<file path="config.mk">
export PLATFORM = sky130hd
export DESIGN_NAME = if_id_queue
export DESIGN_NICKNAME = d
export VERILOG_FILES = /design/src/rtl/if_id_queue.sv
export SDC_FILE = /design/constraint.sdc
export NUM_CORES = 1
export LEC_CHECK = 0
export CORE_ASPECT_RATIO = 1.25
export CORE_UTILIZATION = 29
export DETAILED_ROUTE_END_ITERATION = 8
export DONT_BUFFER_PORTS = 1
export SLEW_MARGIN = 10
export SYNTH_ARGS = -nofsm -noshare
export SYNTH_HDL_FRONTEND = slang
export SYNTH_SLANG_ARGS = --single-unit
</file>
<file path="constraint.sdc">
create_clock -name clk -period 4.79 [get_ports clk]
set_clock_uncertainty 0.2 [all_clocks]
set_input_delay 0.7185 -clock clk [delete_from_list [all_inputs] [get_ports clk]]
set_output_delay 0.7185 -clock clk [all_outputs]
set_load 0.01 [all_outputs]
</file>
<file path="src/rtl/if_id_queue.sv">
// Fetch-to-decode instruction queue: show-ahead circular FIFO of {pc, insn}
// with full back-pressure to fetch and single-cycle flush on taken branches.
module if_id_queue #(
  parameter int DEPTH = 4
) (
  input  logic                       clk,
  input  logic                       reset,
  input  logic                       if_en,
  input  logic [31:0]                if_pc,
  input  logic [31:0]                if_insn,
  input  logic                       flush,
  input  logic                       id_ready,
  output logic                       if_stall,
  output logic                       id_valid,
  output logic [31:0]                id_pc,
  output logic [31:0]                id_insn,
  output logic [$clog2(DEPTH):0]     count
);
  localparam int AW = $clog2(DEPTH);
  localparam int CW = AW + 1;

  logic [63:0]   r_mem [DEPTH];
  logic [AW-1:0] r_wptr_p0;
  logic [AW-1:0] r_rptr_p0;
  logic [CW-1:0] r_count_p0;

  logic w_full;
  logic w_valid;
  logic w_push;
  logic w_pop;

  assign w_full  = (r_count_p0 == CW'(DEPTH));
  assign w_valid = (r_count_p0 != '0);
  // A full queue refuses the push even when a pop frees a slot this cycle.
  assign w_push  = if_en & ~w_full & ~flush;
  assign w_pop   = w_valid & id_ready & ~flush;

  // Storage: only accepted pushes touch the array, contents are never reset.
  always_ff @(posedge clk) begin
    if (w_push && !reset)
      r_mem[r_wptr_p0] <= {if_pc, if_insn};
  end

  // Control: pointers and occupancy; reset outranks flush, flush outranks push/pop.
  always_ff @(posedge clk) begin
    if (reset || flush) begin
      r_wptr_p0  <= '0;
      r_rptr_p0  <= '0;
      r_count_p0 <= '0;
    end else begin
      if (w_push)
        r_wptr_p0 <= r_wptr_p0 + AW'(1);
      if (w_pop)
        r_rptr_p0 <= r_rptr_p0 + AW'(1);
      case ({w_push, w_pop})
        2'b10:   r_count_p0 <= r_count_p0 + CW'(1);
        2'b01:   r_count_p0 <= r_count_p0 - CW'(1);
        default: r_count_p0 <= r_count_p0;
      endcase
    end
  end

  // Show-ahead head; zeroed while empty so stale array data never leaks.
  assign if_stall = w_full;
  assign id_valid = w_valid;
  assign id_pc    = w_valid ? r_mem[r_rptr_p0][63:32] : 32'h0;
  assign id_insn  = w_valid ? r_mem[r_rptr_p0][31:0]  : 32'h0;
  assign count    = r_count_p0;
endmodule

</file>
---- Yosys cells after proc, flatten, opt, wreduce, memory -nomap -nowiden ----
Memories as Yosys holds them, arrays and structs flattened. A register that Yosys moved wholly into a read port is not among the register bits.
Cells that the tools add are included.
W data, S select, Z words.
cells by class
  add/subtract/negate cells ............... 4
  eq/ne operators ......................... 3
  muxes and demuxes ....................... 7
  bitwise gates (word level) .............. 6
  reductions and logical operators ........ 5
operators by type and width
  cell                   number
  $mux W32               2
  $pmux W3 S2            1
  $add A2 B1 Y2 const B  2
  $and A1 B1 Y1          4
  $mux W2                2
  $add A3 B1 Y3 const B  1
  $eq A3 B3 Y1 const B   1
  $reduce_bool A3 Y1     1
  $sub A3 B1 Y3 const B  1
  $eq A2 B1 Y1 const B   1
  $eq A2 B2 Y1 const B   1
  $mux W1                2
  $not A1 Y1             2
  $reduce_bool A2 Y1     1
  $logic_and A1 B1 Y1    1
  $logic_not A1 Y1       1
  $logic_or A1 B1 Y1     1
storage, ports and cells
  register bits after elaboration ......... 7
  bits in writable memories ............... 256
  input bits .............................. 69
  output and inout bits ................... 69
  memories ................................ 1
memories
  name   words  width  read ports  clocked after memory_dff  wr ports  line  RTL
  r_mem  4      64     1           1                         1         22    logic [63:0] r_mem [DEPTH];

---- Logic depth before layout (Yosys ltp) ----
  depth in word-level cells ............... 7
  mapped depth ............................ 9
  gate-level depth less buffers ........... 8

---- Worst setup path before layout ----
Ideal clock, no wire load.
  path type ............................... input-to-reg
  start ................................... input flush
  end ..................................... memory r_mem[1][0], enable pin
  arrival ................................. 3.780 ns
  required time ........................... 4.115 ns
  slack ................................... 0.336 ns
  cell stages on the path ................. 3
  path buffers ............................ 1
  cell sequence ........................... or3b_1 -> buf_4 -> nor3b_2
on the way
  word-level cells in the longest chain between the ends .. 5
RTL lines
  what                           line  RTL
  from (decl)                    11    input logic flush,
  $not A1 Y1                     35    assign w_push = if_en & ~w_full & ~flush;
  $and A1 B1 Y1                  35
  $logic_and A1 B1 Y1            40    if (w_push && !reset)
  $mux W1                        40
  $mux W1 (implied by the code)  41    r_mem[r_wptr_p0] <= {if_pc, if_insn};
  to (decl)                      22
No other way between the ends.

==> results.yml <==
setup_path:
  cp_cell_sequence: "buf_12, mux4_1, and2_1"
  crit_path_end_kind: "primary output"
  crit_fanout: 35
  cp.required_ns: 3.87
  slowest_stage: "dfxtp_4"
  crit_path_start_kind: "flop"
  crit_type: "flop to primary output"
  ff2ff_setup_slack_ns: 1.74
  slowest_delay_ns: 0.77
  worstPathArrival_ns: 2.50
cts:
  root_buffer: "clkbuf_16"
  cts.reportedPaths.clkPinSlew_ns: 0.06
  clockBufferDepth: 3
  hold_buffers: 0
  cts_resized: 0
  cts_max_level: 1
  numCtsBuffers: 26
  postCtsSetupBuffers: 0
  clock_latency_ns: 0.52
  cts_tree: "done"
  cts_sinks: 265
route:
  m1WireLength_um: 7300
  drtPass1Iterations: 4
  ant_nets: 0
  via_count: 4295
  wl_met2_um: 9590
  top_layer_used: "met4"
  routed-wl-met3_um: 1580
  drc: 0
  vias_per_cell: 4.47
  drt_iter0_drc: 317
  post_drt_wl_per_cell_um: 19.6
  drt-total-wl_um: 18900
floorplan:
  num_rows: 76
  die_w_um: 170
  dieArea_mm2: 0.0361
  fp.dieH_um: 212
  core_mm2: 0.0346
  io_pins: 138
  start_util: 0.296
power:
  p_leak_uw: 0.00349
  power.density_mw_per_mm2: 396
  peakVddDrop_v: 0.000270
global_route:
  antenna_found_initial: 0
  grt_first_pass_wirelength_um: 28600
  grt_pass1_vias: 4847
  grt_max_degree: 66
  global_route.usage.total: 0.106
  gr-total-overflow: 0
yosys:
  syn_area_mm2: 0.0102
  avgSynthCellArea_um2: 22.3
  yosys.cell_types.count: 27
  synth-edff-count: 256
  syn_nets: 534
  ys_seq_area_frac: 0.768
  syn_inst: 459
  synthArstFlopShare: 0
  synth-seq-cells: 265
  synth_flop_cell: "edfxtp_1"
  synth_warnings: 0
layout:
  antenna_cells: 0
  area_growth_syn_to_layout_pct: 12.8
  drive_gt1_frac: 0.231
  fin_nets: 548
sta:
  tightest_slew_ns: 1.09
  slew_headroom: 0.271
  setup_tns_ns: 0
  finalHoldViolations: 0
  min_period_ns: 3.42
  rsz0062_at_grt: "no"
  slew_viol_final: 0
  max_freq_mhz: 293
  worst_slack_ns: 1.37
  fin_crit_sh: 0.713
  finalSetupViolations: 0
placed_design:
  hpwl_um: 11200
  gp_congestion: 0.684
  pre_cts_ws_ns: 1.76
  port_buffers: 0
outcome:
  status: "completed"
flow_run:
  maxCapViolCount: 0
hold_path:
  hold_path_class: "primary input to flop"
-- placed cells by master (no fill, tap or decap), types with 5 or more instances in the layout --
| master | n |
|---|---|
| clkbuf_1 | 9 |
| clkbuf_16 | 27 |
| buf_4 | 8 |
| nor2_1 | 8 |
| ha_1 | 5 |
| edfxtp_1 | 256 |
| and2_1 | 64 |
| mux4_2 | 60 |
| dfxtp_1 | 7 |
| inv_1 | 5 |
-- critical path, delay by kind of cell, from the launching register on --
family                 cells  cell delay, ns
flip-flops                 1            0.77
multiplexers               1            0.60
buffers and inverters      1            0.34
AND/OR/NAND/NOR            1            0.21
-- layer usage --
| layer | global-route usage | vias to the layer above |
|---|---|---|
| li1 | - | 1881 |
| met1 | 0.119 | 2263 |
| met2 | 0.184 | 122 |
| met3 | 0.0400 | 29 |
| met4 | 0.0370 | 0 |
| met5 | 0 | - |
-- power breakdown --
group	internal, uW	switching (uW)
Sequential	2560	8.06
Combinational	35.4	49.8
Clock	1120	805
-- through the flow --
stage / total power (uW) / hold WS, ns / instance area [um^2] / utilization / instances
6_report: 4580 / 0.0738 / 11600 / 0.334 / 961
5_1_grt: 4750 / 0.0340 / 11600 / 0.334 / 961
4_1_cts: 4660 / 0.0346 / 11600 / 0.334 / 961
3_5_place_dp: 2710 / 0.314 / 10700 / 0.310 / 913
3_3_place_gp: 2700 / 0.280 / 10700 / 0.310 / 913
2_1_floorplan: 2690 / 0.271 / 10200 / - / 459
-- registers in the layout, indices dropped and copies added, names as in the netlist, named ones only --
signal	count
count	3
r_mem	256
r_rptr_p0	2
r_wptr_p0	2
-- cell type report --
class	instances	area (um^2)
timing repair buffer	9	80.1
multi-input combinational	166	2180
fill	3296	23100
clock buffer	38	737
tap	468	586
sequential	265	7880
clock inverter	10	82.6
inverter	5	18.8
-- logic make-up after synthesis --
group | Yosys count | synth area share
XOR/XNOR | 4 | 0.00342
adder cells (fa/ha/maj) | 6 | 0.00806
multiplexers | 66 | 0.144
AND/OR/NAND/NOR | 85 | 0.0518
flip-flops | 265 | 0.768
buffers and inverters | 28 | 0.0217
AO/OA/AOI/OAI | 5 | 0.00305
-- cells in the mapped netlist, drive strengths merged, types with 2 or more instances --
cell / n / area share
clkbuf: 9 / 0.0034
nand2: 4 / 0.0015
buf: 14 / 0.016
and2: 64 / 0.039
or3: 2 / 0.0012
xor2: 4 / 0.0034
dfxtp: 9 / 0.018
ha: 5 / 0.0061
edfxtp: 256 / 0.75
inv: 5 / 0.0018
mux4: 64 / 0.14
nor2: 8 / 0.0029
mux2i: 2 / 0.0020
nor3b: 5 / 0.0056
a21oi: 2 / 0.00098
-- path summary, 6_finish.rpt --
path	from	end	depth (start not counted)
worst max-delay path	flop	id_pc[1]	3
worst min-delay path	if_insn[4]	r_mem[0][4]	0
worst max register to register	count[2]	count[2]	8
worst min register to register	r_wptr_p0[0]	r_wptr_p0[0]	2
Note: power is estimated with default switching activity, not from simulation.
